<file path="config.mk">
export PLATFORM = sky130hd
export DESIGN_NAME = i2s_master_tx
export DESIGN_NICKNAME = d
export VERILOG_FILES = /design/src/rtl/i2s_pkg.sv /design/src/rtl/i2s_bclk_gen.sv /design/src/rtl/i2s_master_tx.sv
export SDC_FILE = /design/constraint.sdc
export NUM_CORES = 1
export LEC_CHECK = 0
export BUFFER_PORTS_ARGS = -buffer_cell sky130_fd_sc_hd__buf_2
export CAP_MARGIN = 5
export CORE_AREA = 2 2 146 148
export CTS_CLUSTER_DIAMETER = 100
export DETAILED_ROUTE_END_ITERATION = 12
export DIE_AREA = 0 0 148 150
export PLACE_DENSITY = 0.49
export SYNTH_ARGS = -nofsm -noshare
export SYNTH_HDL_FRONTEND = slang
export SYNTH_SLANG_ARGS = --single-unit
</file>
<file path="constraint.sdc">
create_clock -name clk -period 4.3 [get_ports clk]
set_clock_uncertainty 0.1 [all_clocks]
set_input_delay 0.645 -clock clk [delete_from_list [all_inputs] [get_ports clk]]
set_output_delay 0.645 -clock clk [all_outputs]
set_load 0.02 [all_outputs]
</file>
<file path="src/rtl/i2s_pkg.sv">
// Shared constants and types for the I2S master transmitter.
// A standard Philips I2S frame has two 32-bit slots. A 6-bit counter walks
// the 64 bit positions of one frame.
package i2s_pkg;

    localparam int SLOT_BITS  = 32;
    localparam int FRAME_BITS = 64;
    localparam int FCNT_W     = 6;

    localparam logic LRC_LEFT  = 1'b0;
    localparam logic LRC_RIGHT = 1'b1;

    typedef logic [FCNT_W-1:0]    fcnt_t;
    typedef logic [SLOT_BITS-1:0] slot_t;

    // This is the last bit position of a frame. The counter rests here while
    // the bus is idle, so the next fall event opens a new frame at position 0.
    localparam fcnt_t FCNT_LAST = fcnt_t'(FRAME_BITS - 1);

endpackage

</file>
<file path="src/rtl/i2s_bclk_gen.sv">
// This block generates the I2S bit clock from the system clock.
// aud_bclk toggles every HALF_DIV clk cycles while enable is high. The
// strobes are high during the clk cycle whose rising edge performs the
// matching toggle, so callers can update their state on that same edge.
//   clk, rst   : system clock, asynchronous active-high reset
//   enable     : run control; low holds the divider and aud_bclk at 0
//   aud_bclk   : registered bit clock
//   rise_stb   : the next clk edge takes aud_bclk from 0 to 1
//   fall_stb   : the next clk edge takes aud_bclk from 1 to 0
module i2s_bclk_gen #(
    parameter int HALF_DIV = 8
) (
    input  logic clk,
    input  logic rst,
    input  logic enable,
    output logic aud_bclk,
    output logic rise_stb,
    output logic fall_stb
);

    localparam int DIV_W = (HALF_DIV > 1) ? $clog2(HALF_DIV) : 1;
    localparam logic [DIV_W-1:0] DIV_LAST = DIV_W'(HALF_DIV - 1);

    logic [DIV_W-1:0] div_r;
    logic             bclk_r;
    logic             tc_s;

    // Terminal count of the half-period divider and the edge strobes.
    always_comb begin
        tc_s     = enable && (div_r == DIV_LAST);
        rise_stb = tc_s && !bclk_r;
        fall_stb = tc_s && bclk_r;
    end

    // Half-period divider and bit clock register.
    always_ff @(posedge clk or posedge rst) begin
        if (rst) begin
            div_r  <= {DIV_W{1'b0}};
            bclk_r <= 1'b0;
        end else if (!enable) begin
            div_r  <= {DIV_W{1'b0}};
            bclk_r <= 1'b0;
        end else if (tc_s) begin
            div_r  <= {DIV_W{1'b0}};
            bclk_r <= ~bclk_r;
        end else begin
            div_r  <= div_r + 1'b1;
        end
    end

    assign aud_bclk = bclk_r;

endmodule

</file>
<file path="src/rtl/i2s_master_tx.sv">
// This block is an I2S bus master and transmitter with 32-bit slots in
// Philips framing.
// The user side is a single-pair holding register with a valid/ready
// handshake. At each frame boundary the held pair moves into the active
// registers. If the holding register is empty at that point, the frame
// sends silence and underrun pulses.
//   clk, rst          : system clock, asynchronous active-high reset
//   enable            : run control; low idles the bus
//   dac_l, dac_r      : stereo sample pair, WL bits, MSB first on the wire
//   dac_valid/ready   : handshake; a pair transfers when both are high
//   aud_bclk          : bit clock (receiver samples on its rising edge)
//   aud_lrc           : word select, 0 = left slot, 1 = right slot
//   aud_dacdat        : serial data, changes only on BCLK falling edges
//   frame_start       : one-clk pulse at each frame boundary
//   underrun          : one-clk pulse when a frame starts with no pair held
module i2s_master_tx
    import i2s_pkg::*;
#(
    parameter int WL       = 32,
    parameter int HALF_DIV = 8
) (
    input  logic          clk,
    input  logic          rst,
    input  logic          enable,
    input  logic [WL-1:0] dac_l,
    input  logic [WL-1:0] dac_r,
    input  logic          dac_valid,
    output logic          dac_ready,
    output logic          aud_bclk,
    output logic          aud_lrc,
    output logic          aud_dacdat,
    output logic          frame_start,
    output logic          underrun
);

    // A sample is left-justified in its 32-bit slot, and the unused low bits are sent as 0.
    function automatic slot_t pad_slot(input logic [WL-1:0] sample);
        pad_slot = slot_t'(sample) << (SLOT_BITS - WL);
    endfunction

    logic          fall_stb_s;
    logic          rise_stb_unused_s;
    logic          bclk_s;

    logic [WL-1:0] hold_l_r;
    logic [WL-1:0] hold_r_r;
    logic          full_r;

    slot_t         act_l_r;
    slot_t         act_r_r;
    fcnt_t         fcnt_r;
    logic          lrc_r;
    logic          dacdat_r;
    logic          frame_start_r;
    logic          underrun_r;

    fcnt_t         fcnt_next_s;
    logic          boundary_s;
    logic [4:0]    l_idx_s;
    logic [4:0]    r_idx_s;
    logic          data_bit_s;

    i2s_bclk_gen #(
        .HALF_DIV (HALF_DIV)
    ) u_bclk_gen (
        .clk      (clk),
        .rst      (rst),
        .enable   (enable),
        .aud_bclk (bclk_s),
        .rise_stb (rise_stb_unused_s),
        .fall_stb (fall_stb_s)
    );

    // Select the bit position for the next fall event and the data bit sent there.
    // Each slot's MSB goes out one bit after its LRC edge. As a result, position 0
    // carries the last bit of the previous right slot, which is still in act_r_r
    // on the boundary edge.
    always_comb begin
        fcnt_next_s = fcnt_r + 6'd1;
        boundary_s  = fall_stb_s && (fcnt_next_s == 6'd0);
        l_idx_s     = 5'(6'd32 - fcnt_next_s);
        r_idx_s     = 5'(7'd64 - {1'b0, fcnt_next_s});
        if (fcnt_next_s == 6'd0) begin
            data_bit_s = act_r_r[0];
        end else if (fcnt_next_s <= 6'd32) begin
            data_bit_s = act_l_r[l_idx_s];
        end else begin
            data_bit_s = act_r_r[r_idx_s];
        end
    end

    // Holding register and handshake. The holding register keeps working while
    // the bus is disabled. A pair written on a boundary edge while the register
    // is empty is too late for that frame and waits for the next one.
    always_ff @(posedge clk or posedge rst) begin
        if (rst) begin
            full_r   <= 1'b0;
            hold_l_r <= {WL{1'b0}};
            hold_r_r <= {WL{1'b0}};
        end else if (boundary_s && full_r) begin
            full_r   <= 1'b0;
        end else if (dac_valid && !full_r) begin
            full_r   <= 1'b1;
            hold_l_r <= dac_l;
            hold_r_r <= dac_r;
        end
    end

    // Frame sequencer: bit position, word select, serial data and frame pulses.
    always_ff @(posedge clk or posedge rst) begin
        if (rst) begin
            fcnt_r        <= FCNT_LAST;
            act_l_r       <= {SLOT_BITS{1'b0}};
            act_r_r       <= {SLOT_BITS{1'b0}};
            lrc_r         <= LRC_LEFT;
            dacdat_r      <= 1'b0;
            frame_start_r <= 1'b0;
            underrun_r    <= 1'b0;
        end else if (!enable) begin
            fcnt_r        <= FCNT_LAST;
            act_l_r       <= {SLOT_BITS{1'b0}};
            act_r_r       <= {SLOT_BITS{1'b0}};
            lrc_r         <= LRC_LEFT;
            dacdat_r      <= 1'b0;
            frame_start_r <= 1'b0;
            underrun_r    <= 1'b0;
        end else begin
            frame_start_r <= 1'b0;
            underrun_r    <= 1'b0;
            if (fall_stb_s) begin
                fcnt_r   <= fcnt_next_s;
                lrc_r    <= fcnt_next_s[FCNT_W-1] ? LRC_RIGHT : LRC_LEFT;
                dacdat_r <= data_bit_s;
                if (boundary_s) begin
                    frame_start_r <= 1'b1;
                    underrun_r    <= !full_r;
                    if (full_r) begin
                        act_l_r <= pad_slot(hold_l_r);
                        act_r_r <= pad_slot(hold_r_r);
                    end else begin
                        act_l_r <= {SLOT_BITS{1'b0}};
                        act_r_r <= {SLOT_BITS{1'b0}};
                    end
                end
            end
        end
    end

    assign dac_ready   = !full_r;
    assign aud_bclk    = bclk_s;
    assign aud_lrc     = lrc_r;
    assign aud_dacdat  = dacdat_r;
    assign frame_start = frame_start_r;
    assign underrun    = underrun_r;

endmodule

</file>
---- Word level (Yosys, flattened, before mapping) ----
Index checks and enable logic that the tools add are counted.
word-level totals
  flip-flop bits (word level) ............. 143
  input port bits ......................... 68
  output and inout port bits .............. 6
  word-level logic and storage cells ...... 68
operators by class
  $add $sub $neg .......................... 4
  $lt $le $gt $ge ......................... 3
  eq/ne operators ......................... 4
  muxes and demuxes ....................... 33
  bitwise operators ....................... 2
  reduce and logical (&&, ||, !) cells .... 10
operators with widths
  cell                   count
  $mux W32               8
  $mux W1                19
  $lt A5 B6 Y1 const B   2
  $mux W6                2
  $bmux W1 S5            2
  $sub A1 B5 Y5 const A  2
  $add A6 B1 Y6 const B  1
  $le A6 B6 Y1 const B   1
  $logic_not A6 Y1       1
  $mux W3                2
  $ne A2 B1 Y1 const B   3
  $logic_and A1 B1 Y1    5
  $reduce_and A2 Y1      2
  $add A3 B1 Y3 const B  1
  $eq A3 B3 Y1 const B   1
  $not A1 Y1             2
  $reduce_bool A2 Y1     1
  $logic_not A1 Y1       1

---- Longest topological paths before layout ----
  depth in word-level cells ............... 8
  gate-level depth with buffers ........... 10
  gate-level depth less buffers ........... 8

---- Modules after synthesis ----
Synthesis repeated with hierarchy kept, for this count alone.
second synthesis, totals
  cells, all modules ...................... 413
  area total of the unflattened synthesis .. 6180.9 um2
by module, submodules not included
  module         times used  cells an instance  area an instance (um2)  seq. area each (um2)
  i2s_master_tx  1           398                5998.3                  3485.8
  i2s_bclk_gen   1           15                 182.7                   100.1

---- Least setup slack after synthesis ----
OpenSTA, ideal clock, no wires.
  path type ............................... register to register
  start ................................... register fcnt_r[0]
  end ..................................... register dacdat_r, in the netlist aud_dacdat
  setup time .............................. 0.087 ns
  data arrival time ....................... 2.166 ns
  data required time ...................... 4.113 ns
  path slack .............................. 1.947 ns
  stages on the path, launching flop included .. 10
  buffers on the path ..................... 1
  clock period less this slack ............ 2.353 ns
  path through ............................ dfstp_2 -> ha_1 -> buf_4 -> nor4bb_1 -> a31oi_1 -> o221a_4 -> a22o_1 -> a31oi_1 -> o22ai_1 -> o211ai_1
on the way
  cells in the longest elaborated chain, start to end .. 8
  elaborated cells between the ends (all ways) .. 13
  those cells by class .................... add/sub (3); order compare (1); mux (8); reduce/logical (1)
ends and longest elaborated chain
  item                            line                                      text
  from (decl)                     i2s_master_tx.sv:51                       fcnt_t fcnt_r;
  from (signal assigned)          i2s_master_tx.sv:131                      fcnt_r <= fcnt_next_s;
  $add A6 B1 Y6 *                 i2s_master_tx.sv:79                       fcnt_next_s = fcnt_r + 6'd1;
  $sub A1 B5 Y5                   i2s_master_tx.sv:81, i2s_master_tx.sv:82
  $bmux W1 S5 (on tied branches)  i2s_master_tx.sv:88, i2s_master_tx.sv:86
  $mux W1 (on tied branches)      i2s_master_tx.sv:88, i2s_master_tx.sv:86
  $mux W1                         i2s_master_tx.sv:85                       end else if (fcnt_next_s <= 6'd32) begin
  $mux W1 *                       i2s_master_tx.sv:83                       if (fcnt_next_s == 6'd0) begin
  $mux W1 *                       i2s_master_tx.sv:130                      if (fall_stb_s) begin
  $mux W1 *                       i2s_master_tx.sv:119                      end else if (!enable) begin
  to (signal assigned)            i2s_master_tx.sv:133                      dacdat_r <= data_bit_s;
  to (decl)                       i2s_master_tx.sv:53                       logic dacdat_r;
Every way passes the cells marked *; elsewhere a longest branch is shown, timed or not. The select of a mux whose other input is x is not followed.
A chain may end at the register's enable or synchronous reset.

---- Worst setup path in the final report ----
  start ................................... register fcnt_r[1]
  end ..................................... register dacdat_r, in the netlist aud_dacdat
Same word-level chain as after synthesis.

==> run_results.csv <==
group,metric,value,unit
outcome,status,"completed",
die,fp.coreArea,20700,sq um
flow_run,cap_viol_max_count,0,
power,p_clk_share,47.4,%
power,vdd_drop_max,0.256,mV
worst_setup_path,crit_chain,"ha_1 -> buf_4 -> mux4_1 -> mux2i_1 -> mux4_2 -> o211ai_1",
power,combPwrFrac,4.6,%
worst_setup_path,critPathMaxStageDelay,0.64,ns
yosys,synth_top_cells_by_count,"137 x dfrtp_1, 66 x a22o_1, 64 x mux2_2",
yosys,synth_flop_cell,"dfrtp_1",
die,ioPinCount,74,
place,port_buffers,73,
power,p_int,2.36,mW
yosys,synth.distinct_cells,45,
final_layout,n_antenna_cell,0,
clocking,htree_levels,4,
clocking,hold_buffers,0,
place,hpwl,8090,um
worst_setup_path,worst-path-buf-inv,1,
place,routabilityCongestion,0.749,
die,die_y,150,um
final_layout,drive_gt1_share,42.4,%
worst_setup_path,timing.rr.end,"aud_dacdat$_DFFE_PP0P_",
timing,timing.fmax,355,MHz
detailed_routing,antenna_left,0,
detailed_routing,drc_errors,0,
power,p_leak,3.35,nW
yosys,synth_top_area_cell,"dfrtp_1",
power,pwr-share-seq,48.1,%
worst_hold_path,hold_path_depth,1,
worst_setup_path,worstSetupEndpointType,"flip-flop",
power,p_per_area,422,nW/um^2
clocking,cts_resized,0,
clocking,cts.sinks,143,
clocking,cts_buffers,17,
worst_setup_path,crit_fanout,11,
global_route,overflow,0,
yosys,synth_edf_count,0,
final_layout,ff_latch_area,3590,sq um
yosys,syn_avg_cell_area,15.1,sq um
detailed_routing,vias,3589,
timing,hold_slack,0.340,ns
timing,slew_headroom,29.8,%
worst_setup_path,cp_top_family,"multiplexers",
worst_hold_path,whs_endpoint,"u_bclk_gen.div_r[0]$_DFF_PP0_",
worst_setup_path,slowest_stage,"dfstp_2",
timing,period_share,65.5,%
worst_hold_path,hp-start,"u_bclk_gen.div_r[0]$_DFF_PP0_",
yosys,ys_async_sr_fraction,100,%
detailed_routing,wirelength,12500,um
detailed_routing,drt_iter0_drc,113,
worst_hold_path,hold_class,"reg -> reg",
yosys,ys_ff_latch,143,
global_route,grt_usage,12.0,%
die,initial_core_util,29.5,%
worst_setup_path,crit_path_start_kind,"flip-flop",
power,p_switching,685,uW
yosys,yosysMostFrequentCell,"dfrtp_1",
clocking,cts-root-buf,"clkbuf_16",
worst_setup_path,crit_type,"reg -> reg",
detailed_routing,firstDrtPassIters,4,
timing,setup_viol_count_final,0,
yosys,syn_area,6100,sq um
final_layout,n_fill_cell,2038,
worst_setup_path,r2r_start,"fcnt_r[1]$_DFFE_PP1P_",
die,die_x,148,um
timing,hold_viol_final,0,
clocking,post_cts_buffers,0,
timing,slew_viol_final,0,
yosys,synth.area.top_cells,"dfrtp_1 56%, mux2_2 12%, a22o_1 9.5%",
clocking,cts_tree,"done",
final_layout,syn_to_final_growth,18.3,%
yosys,yosysWarnings,0,
die,placementRows,53,
detailed_routing,wl_per_cell,16.4,um
worst_setup_path,cp.required,4.49,ns
global_route,antenna_found_initial,0,
global_route,grt_start_max_net_pins,97,
timing,period_needed,2.82,ns
yosys,synth_cells,403,
worst_setup_path,cp_data_arrival_time,3.01,ns
final_layout,multi_input_area,2270,sq um
global_route,grt_pass1_vias,3822,
die,die_area,22200,sq um
timing,rsz0062_at_grt,"no",
clocking,clk_path_buf_depth,2,
timing,tightest_slew,1.05,ns
yosys,ys_seq_area_share,58.8,%
final_layout,layout.nets,541,
clocking,clk_latency,0.43,ns
worst_setup_path,reg2reg_depth,6,
global_route,grt_pass1_wl,20700,um
worst_setup_path,r2r_slack,1.48,ns
detailed_routing,viasPerCell,4.73,
clocking,clk_pin_slew_worst_paths,0.06,ns
timing,fin_tns_setup,0,ns
yosys,synth.net_count,474,
yosys,synth_top_area_share,56.2,%
power,sw_frac_of_total,22.5,%
==> per-stage QoR <==
step | area, sq um | std cells | worst slack (ns) | util (%) | power (mW)
floorplan | 6100 | 403 | 1.77 | - | 1.57
global placement | 6630 | 726 | 1.50 | 32.1 | 1.63
detailed placement | 6630 | 726 | 1.45 | 32.1 | 1.63
CTS | 7220 | 758 | 1.43 | 34.9 | 3.09
global route | 7220 | 758 | 1.23 | 34.9 | 3.18
finish | 7220 | 758 | 1.48 | 34.9 | 3.05
==> power by group through the flow <==
stage	clock network [mW]	logic [mW]	registers, mW
finish	1.44	0.139	1.46
global route	1.54	0.158	1.47
CTS	1.48	0.145	1.47
detailed placement	0	0.144	1.49
global placement	0	0.139	1.49
floorplan	0	0.0976	1.47
==> metal layers <==
| layer | up-vias | GRT usage [%] | wire, um |
|---|---|---|---|
| met5 | - | 0 | 0 |
| met4 | 0 | 3.43 | 91 |
| met3 | 9 | 3.75 | 444 |
| met2 | 67 | 19.0 | 6080 |
| met1 | 1850 | 15.9 | 5850 |
| li1 | 1663 | - | - |
==> cell families (layout without fill, tap and decap cells) <==
kind of cell	Yosys count	after routing	synth area share, %
and+or+nand+nor	48	48	4.78
adders and majority gates	3	3	0.615
xor gates and xnor gates	5	5	0.841
muxes	86	86	19.2
AOI/OAI and AO/OA	84	84	11.6
buffers and inverters	34	114	4.27
DFF	143	143	58.8
==> area by class of cell <==
type / instances / share of cell area (%)
sequential: 143 / 49.7
tap: 275 / 4.77
clock inverter: 13 / 1.92
clock buffer: 19 / 6.14
multi-input combinational: 226 / 31.5
timing repair buffer: 78 / 5.76
inverter: 4 / 0.260
==> how the worst max path moves through the flow <==
stage,start,end,slack (ns),depth (start not counted)
5_1_grt,fcnt_r[1]$_DFFE_PP1P_,aud_dacdat$_DFFE_PP0P_,1.23,8
3_3_place_gp,fcnt_r[1]$_DFFE_PP1P_,aud_dacdat$_DFFE_PP0P_,1.50,6
4_1_cts,fcnt_r[1]$_DFFE_PP1P_,aud_dacdat$_DFFE_PP0P_,1.43,6
3_5_place_dp,fcnt_r[1]$_DFFE_PP1P_,aud_dacdat$_DFFE_PP0P_,1.45,6
6_report,fcnt_r[1]$_DFFE_PP1P_,aud_dacdat$_DFFE_PP0P_,1.48,6
2_1_floorplan,rst,act_l_r[0]$_DFFE_PP0P_,1.77,1
==> registers in the layout, summed over array words and instances, names as in the netlist <==
register / flops
act_l_r: 32
act_r_r: 32
hold_l_r: 32
hold_r_r: 32
fcnt_r: 6
u_bclk_gen.div_r: 3
aud_dacdat: 1
aud_lrc: 1
frame_start: 1
full_r: 1
u_bclk_gen.aud_bclk: 1
underrun: 1
==> cells in the final DEF (no fill, tap or decap), types with 2 or more instances in the layout <==
cell type   instances
nand2_1            12
clkbuf_16          17
nand4_1             2
nor2b_4             2
nand4b_1            2
buf_4               4
clkinvlp_4          6
and3b_1             3
inv_1               2
nand2b_1            2
clkinv_4            2
clkinv_2            3
o21ai_0             6
xor2_1              2
o211ai_1            3
mux4_1              4
nand3_1             2
and2_1              3
ha_1                3
a21oi_1             3
mux2_2             64
dfrtp_1           137
a22o_1             66
buf_2              73
a31oi_1             3
bufinv_16           2
nor2_1              8
dfstp_2             6
xnor2_1             2
mux4_2             13
mux2i_1             5
No activity file was read; power rests on OpenSTA's default activity.
